## src/rtl/elevator_car_scheduler.sv

```systemverilog
// Per-car SCAN scheduler: merges car-panel and hall requests into a pending
// vector, sequences motor travel floor by floor and holds the door at each stop.
module elevator_car_scheduler #(
  parameter int NUM_FLOORS       = 7,
  parameter int FLOOR_W          = 3,
  parameter int TRAVEL_CYCLES    = 4,
  parameter int DOOR_OPEN_CYCLES = 8
) (
  input  logic                  clk,
  input  logic                  reset,
  input  logic                  car_req_wr_n,
  input  logic [FLOOR_W-1:0]    car_req_floor,
  input  logic [NUM_FLOORS-1:0] hall_call,
  output logic [FLOOR_W-1:0]    current_floor,
  output logic                  motor_up,
  output logic                  motor_dn,
  output logic                  door_open,
  output logic [NUM_FLOORS-1:0] pending,
  output logic                  dir_up,
  output logic                  busy
);

  localparam logic [1:0] S_IDLE = 2'd0;
  localparam logic [1:0] S_MOVE = 2'd1;
  localparam logic [1:0] S_DOOR = 2'd2;

  localparam int TC_W = $clog2(TRAVEL_CYCLES + 1);
  localparam int DC_W = $clog2(DOOR_OPEN_CYCLES + 1);

  localparam logic [TC_W-1:0]    TRAVEL_RELOAD = TC_W'(TRAVEL_CYCLES - 1);
  localparam logic [DC_W-1:0]    DOOR_LOAD     = DC_W'(DOOR_OPEN_CYCLES - 1);
  localparam logic [DC_W-1:0]    DOOR_HOLD     = DC_W'(DOOR_OPEN_CYCLES);
  localparam logic [FLOOR_W-1:0] TOP_FLOOR     = FLOOR_W'(NUM_FLOORS - 1);
  localparam logic [NUM_FLOORS-1:0] NO_FLOORS  = {NUM_FLOORS{1'b0}};

  function automatic logic [NUM_FLOORS-1:0] floor_onehot(input logic [FLOOR_W-1:0] f);
    logic [NUM_FLOORS-1:0] v;
    v = {NUM_FLOORS{1'b0}};
    for (int i = 0; i < NUM_FLOORS; i++) begin
      v[i] = (int'(f) == i);
    end
    return v;
  endfunction

  logic [1:0]            r_state;
  logic [FLOOR_W-1:0]    r_floor;
  logic                  r_dir_up;
  logic                  r_motor_up;
  logic                  r_motor_dn;
  logic                  r_door_open;
  logic                  r_busy;
  logic [NUM_FLOORS-1:0] r_pending;
  logic [TC_W-1:0]       r_travel_cnt;
  logic [DC_W-1:0]       r_door_cnt;

  logic [NUM_FLOORS-1:0] w_req_vec;
  logic [NUM_FLOORS-1:0] w_set_vec;
  logic [NUM_FLOORS-1:0] w_hold_vec;
  logic [NUM_FLOORS-1:0] w_clear_vec;
  logic                  w_above;
  logic                  w_below;
  logic [FLOOR_W-1:0]    w_step_floor;
  logic                  w_at_limit;
  logic                  w_enter_door;
  logic [FLOOR_W-1:0]    w_door_floor;
  logic [1:0]            w_state_nxt;
  logic [FLOOR_W-1:0]    w_floor_nxt;
  logic                  w_dir_nxt;
  logic                  w_mup_nxt;
  logic                  w_mdn_nxt;
  logic                  w_door_nxt;
  logic [TC_W-1:0]       w_tcnt_nxt;
  logic [DC_W-1:0]       w_dcnt_nxt;

  // Out-of-range floor codes from the car panel are dropped here
  always_comb begin
    w_req_vec = NO_FLOORS;
    if (!car_req_wr_n && (int'(car_req_floor) < NUM_FLOORS)) begin
      w_req_vec = floor_onehot(car_req_floor);
    end else begin
      w_req_vec = NO_FLOORS;
    end
    w_set_vec = hall_call | w_req_vec;
  end

  always_comb begin
    w_above = 1'b0;
    w_below = 1'b0;
    for (int i = 0; i < NUM_FLOORS; i++) begin
      w_above = w_above | (r_pending[i] & (i > int'(r_floor)));
      w_below = w_below | (r_pending[i] & (i < int'(r_floor)));
    end
  end

  assign w_step_floor = r_dir_up ? (r_floor + FLOOR_W'(1)) : (r_floor - FLOOR_W'(1));
  assign w_at_limit   = r_dir_up ? (r_floor == TOP_FLOOR) : (r_floor == FLOOR_W'(0));

  always_comb begin
    w_state_nxt  = r_state;
    w_floor_nxt  = r_floor;
    w_dir_nxt    = r_dir_up;
    w_mup_nxt    = r_motor_up;
    w_mdn_nxt    = r_motor_dn;
    w_door_nxt   = r_door_open;
    w_tcnt_nxt   = r_travel_cnt;
    w_dcnt_nxt   = r_door_cnt;
    w_enter_door = 1'b0;
    w_door_floor = r_floor;
    w_hold_vec   = NO_FLOORS;
    w_clear_vec  = NO_FLOORS;

    case (r_state)
      S_IDLE: begin
        if (r_pending[r_floor]) begin
          w_enter_door = 1'b1;
        end else if (w_above && w_below) begin
          w_state_nxt = S_MOVE;
          w_mup_nxt   = r_dir_up;
          w_mdn_nxt   = ~r_dir_up;
          w_tcnt_nxt  = TRAVEL_RELOAD;
        end else if (w_above) begin
          w_state_nxt = S_MOVE;
          w_dir_nxt   = 1'b1;
          w_mup_nxt   = 1'b1;
          w_mdn_nxt   = 1'b0;
          w_tcnt_nxt  = TRAVEL_RELOAD;
        end else if (w_below) begin
          w_state_nxt = S_MOVE;
          w_dir_nxt   = 1'b0;
          w_mup_nxt   = 1'b0;
          w_mdn_nxt   = 1'b1;
          w_tcnt_nxt  = TRAVEL_RELOAD;
        end else begin
          w_state_nxt = S_IDLE;
        end
      end
      S_MOVE: begin
        if (r_travel_cnt != TC_W'(0)) begin
          w_tcnt_nxt = r_travel_cnt - TC_W'(1);
        end else if (w_at_limit) begin
          // Never drive past the shaft ends, even if pending is inconsistent
          w_state_nxt = S_IDLE;
          w_mup_nxt   = 1'b0;
          w_mdn_nxt   = 1'b0;
        end else begin
          w_floor_nxt = w_step_floor;
          if (r_pending[w_step_floor]) begin
            w_enter_door = 1'b1;
            w_door_floor = w_step_floor;
          end else begin
            w_tcnt_nxt = TRAVEL_RELOAD;
          end
        end
      end
      S_DOOR: begin
        if (w_set_vec[r_floor]) begin
          w_hold_vec = floor_onehot(r_floor);
          w_dcnt_nxt = DOOR_HOLD;
        end else if (r_door_cnt != DC_W'(0)) begin
          w_dcnt_nxt = r_door_cnt - DC_W'(1);
        end else begin
          w_state_nxt = S_IDLE;
          w_door_nxt  = 1'b0;
          w_mup_nxt   = 1'b0;
          w_mdn_nxt   = 1'b0;
        end
      end
      default: begin
        w_state_nxt = S_IDLE;
        w_mup_nxt   = 1'b0;
        w_mdn_nxt   = 1'b0;
        w_door_nxt  = 1'b0;
        w_tcnt_nxt  = TC_W'(0);
        w_dcnt_nxt  = DC_W'(0);
      end
    endcase

    // A same-cycle request for the served floor extends the door instead of latching
    if (w_enter_door) begin
      w_state_nxt = S_DOOR;
      w_mup_nxt   = 1'b0;
      w_mdn_nxt   = 1'b0;
      w_door_nxt  = 1'b1;
      w_clear_vec = floor_onehot(w_door_floor);
      w_dcnt_nxt  = w_set_vec[w_door_floor] ? DOOR_HOLD : DOOR_LOAD;
    end else begin
      w_clear_vec = NO_FLOORS;
    end
  end

  always_ff @(posedge clk or posedge reset) begin
    if (reset) begin
      r_state      <= S_IDLE;
      r_floor      <= FLOOR_W'(0);
      r_dir_up     <= 1'b1;
      r_motor_up   <= 1'b0;
      r_motor_dn   <= 1'b0;
      r_door_open  <= 1'b0;
      r_busy       <= 1'b0;
      r_pending    <= NO_FLOORS;
      r_travel_cnt <= TC_W'(0);
      r_door_cnt   <= DC_W'(0);
    end else begin
      r_state      <= w_state_nxt;
      r_floor      <= w_floor_nxt;
      r_dir_up     <= w_dir_nxt;
      r_motor_up   <= w_mup_nxt;
      r_motor_dn   <= w_mdn_nxt;
      r_door_open  <= w_door_nxt;
      r_busy       <= (w_state_nxt != S_IDLE);
      r_pending    <= (r_pending | (w_set_vec & ~w_hold_vec)) & ~w_clear_vec;
      r_travel_cnt <= w_tcnt_nxt;
      r_door_cnt   <= w_dcnt_nxt;
    end
  end

  assign current_floor = r_floor;
  assign motor_up      = r_motor_up;
  assign motor_dn      = r_motor_dn;
  assign door_open     = r_door_open;
  assign pending       = r_pending;
  assign dir_up        = r_dir_up;
  assign busy          = r_busy;

endmodule

```

## config.mk

```make
export PLATFORM = sky130hd
export DESIGN_NAME = elevator_car_scheduler
export DESIGN_NICKNAME = d
export VERILOG_FILES = /design/src/rtl/elevator_car_scheduler.sv
export SDC_FILE = /design/constraint.sdc
export NUM_CORES = 1
export LEC_CHECK = 0
export CAP_MARGIN = 20
export CORE_MARGIN = 10
export CORE_UTILIZATION = 60
export DETAILED_ROUTE_END_ITERATION = 12
export MAX_ROUTING_LAYER = met4
export PLACE_DENSITY_LB_ADDON = 0.3
export SYNTH_ARGS = -nofsm -noshare
export SYNTH_HDL_FRONTEND = slang
export SYNTH_SLANG_ARGS = --single-unit
```

## constraint.sdc

```tcl
create_clock -name clk -period 4.8 [get_ports clk]
set_input_delay 0.72 -clock clk [delete_from_list [all_inputs] [get_ports clk]]
set_output_delay 0.72 -clock clk [all_outputs]
set_load 0.1 [all_outputs]
```

==> impl_metrics.toml <==
[global_routing]
grt_usage_pct = 18.9
grt_max_degree = 25
grt_pass1_wl_mm = 9.54
grt_overflow_total = 0
grt_pass1_vias = 1915
antenna_found_initial = 0

[routing]
post_drt_wl_per_cell_um = 17.9
first_pass_iters = 5
ant_nets = 0
routed_wl_mm = 5.65
drt_iter0_drc = 213
remaining_drc_errors = 0
vias = 1969
via_per_inst = 6.25

[synthesis]
postSynthNetCount = 269
syn_area_um2 = 2080
avgSynthCellArea_um2 = 8.46
synth_seq_cells = 24
synth.distinct_cells = 58
synth_edf_count = 0
synth_ff_type = "dfrtp_1"
async_flop_share_pct = 100
synth_cells = 246
ys_seq_area_share_pct = 28.9
yosysWarningCount = 0

[place]
dp_cells = 311
hpwl_mm = 4.32
io_buffers = 27
gp_congestion = 0.981

[cells_and_area]
final_cell_mix = "a21oi_1 (28), nor2_1 (27), clkdlybuf4s50_1 (27)"
drive_gt1_share_pct = 10.0
multiInputGateArea_um2 = 1370
fillers = 283
syn2layout_area_growth_pct = 15.9
final_common_cell = "a21oi_1"
diodes = 0
final_nets = 293
seq_area_um2 = 602
stdcell_count = 315

[timing]
hold_viol = 0
skew_ps = 4.35
fin_crit_ps = 3590
slew_headroom_pct = 34.2
fmax_ghz = 0.279
rsz0062_at_grt = "no"
fin_crit_sh_pct = 74.7
finalSetupViolCount = 0
setup_tns_ps = 0
tightest_slew_ps = 984
slew_violations = 0

[clocking]
clockBufferDepth = 2
cts_root_buf = "clkbuf_4"
clk_latency_ps = 330
cts.clk_slew.worst_paths_ps = 150
numCtsBuffers = 3
cts_tree = "done"
cts-resized-gates = 0
cts_hold_buf = 0
cts_sinks = 24
h-tree-depth = 1
cts_setup_buffers = 0

[setup_path]
worst_path_max_delay_cell = "dfrtp_1"
criticalPathCategory = "flop to flop"
crit_fanout = 14
slowest_delay_ps = 650
required_ps = 5030
critPathCaptureType = "flop"
cp.depth = 9
cp.arrival_ps = 3810
r2r-start = "current_floor[1]$_DFFE_PP0P_"
worstPathCellList = "clkinv_1 -> ha_1 -> xnor2_2 -> mux2_4 -> mux2i_4 -> nand2_2 -> nand2_1 -> inv_1 -> o32a_1"
r2r_end = "pending[1]$_DFF_PP0_"
cpLargestDelayFamily = "flip-flops"
r2r_slack_ps = 1210
startpoint = "current_floor[1]$_DFFE_PP0P_"
endpoint = "pending[1]$_DFF_PP0_"
cp.buffers_inverters = 2
reg2regPathDepth = 9
critPathLaunchType = "flop"

[floorplan]
die_h_um = 78.9
die-area_um2 = 6220
core-area_um2 = 3340
die_w_um = 78.9
ios = 28
start_util_pct = 62.4
rows = 21

[run]
maxCapViolCount = 0

[status]
status = "completed"

[min_path]
hold_path_class = "flop to flop"
-- area by class of cell --
cell class | instances | area share [%]
multi-input combinational | 198 | 56.6
sequential | 24 | 24.9
timing repair buffer | 28 | 11.5
clock buffer | 3 | 0.934
tap | 46 | 2.39
clock inverter | 1 | 1.24
inverter | 15 | 2.33
-- worst min path at each step --
stage	startpoint	end	slack, ps	depth (start not counted)
floorplan	r_travel_cnt[1]$_DFFE_PP0P_	r_travel_cnt[1]$_DFFE_PP0P_	480	1
finish	r_travel_cnt[1]$_DFFE_PP0P_	r_travel_cnt[1]$_DFFE_PP0P_	520	1
global route	r_travel_cnt[1]$_DFFE_PP0P_	r_travel_cnt[1]$_DFFE_PP0P_	540	1
CTS	r_travel_cnt[1]$_DFFE_PP0P_	r_travel_cnt[1]$_DFFE_PP0P_	530	1
detailed placement	r_travel_cnt[1]$_DFFE_PP0P_	r_travel_cnt[1]$_DFFE_PP0P_	490	1
global placement	r_travel_cnt[1]$_DFFE_PP0P_	r_travel_cnt[1]$_DFFE_PP0P_	490	1
-- per-layer routing --
metal	track usage [%]	wire length, µm	up-vias
met3	2.70	372	15
met5	-	0	-
li1	-	-	942
met4	6.09	109	0
met1	24.3	2550	926
met2	29.9	2620	86
-- synth_stat cells, types with 3 or more instances --
library cell | n | area share (%)
clkbuf_1 | 3 | 0.54
o21ai_0 | 19 | 4.6
nor2b_1 | 6 | 1.8
buf_2 | 3 | 0.72
ha_1 | 10 | 6.0
or2_2 | 3 | 0.90
nand2b_1 | 3 | 0.90
mux2_2 | 4 | 2.2
and2_1 | 3 | 0.90
nor3_1 | 12 | 2.9
a21oi_1 | 28 | 6.7
nand3_1 | 6 | 1.4
xnor2_1 | 4 | 1.7
a31oi_1 | 3 | 0.90
nor2_1 | 27 | 4.9
nand2_1 | 13 | 2.3
mux2i_1 | 11 | 5.3
inv_1 | 13 | 2.3
a221o_1 | 4 | 1.9
dfrtp_1 | 23 | 28
nor4b_1 | 3 | 1.3
-- logic make-up after synthesis --
logic type / Yosys count / synth area share [%]
simple gates: 87 / 22.1
compound gates: 76 / 23.3
mux: 19 / 11.0
buf+inv: 24 / 5.41
flops: 24 / 28.9
fa+ha+maj: 10 / 6.01
xor+xnor: 6 / 3.25
-- through the flow --
step	hold WS (ps)	setup slack, ps	instance area, µm²	utilization [%]
floorplan	479	1060	2080	-
global placement	490	1400	2360	70.7
CTS	527	1230	2410	72.3
detailed placement	494	1270	2360	70.7
global route	537	908	2410	72.3
finish	523	1210	2410	72.3
-- registers in the layout, summed over array words and instances, names as in the netlist --
register,count
busy,1
current_floor,3
dir_up,1
door_open,1
motor_dn,1
motor_up,1
pending,7
r_door_cnt,4
r_state,2
r_travel_cnt,3
-- worst reg2reg max path: stages (launching register included) --
cell and delay [ps]:
dfrtp_1 650, clkinv_1 400, ha_1 460, xnor2_2 450
mux2_4 360, mux2i_4 290, nand2_2 170, nand2_1 270
inv_1 90, o32a_1 340
Power is not shown: default switching activity piles up to over one toggle a cycle in this logic, so the estimate is an artifact.
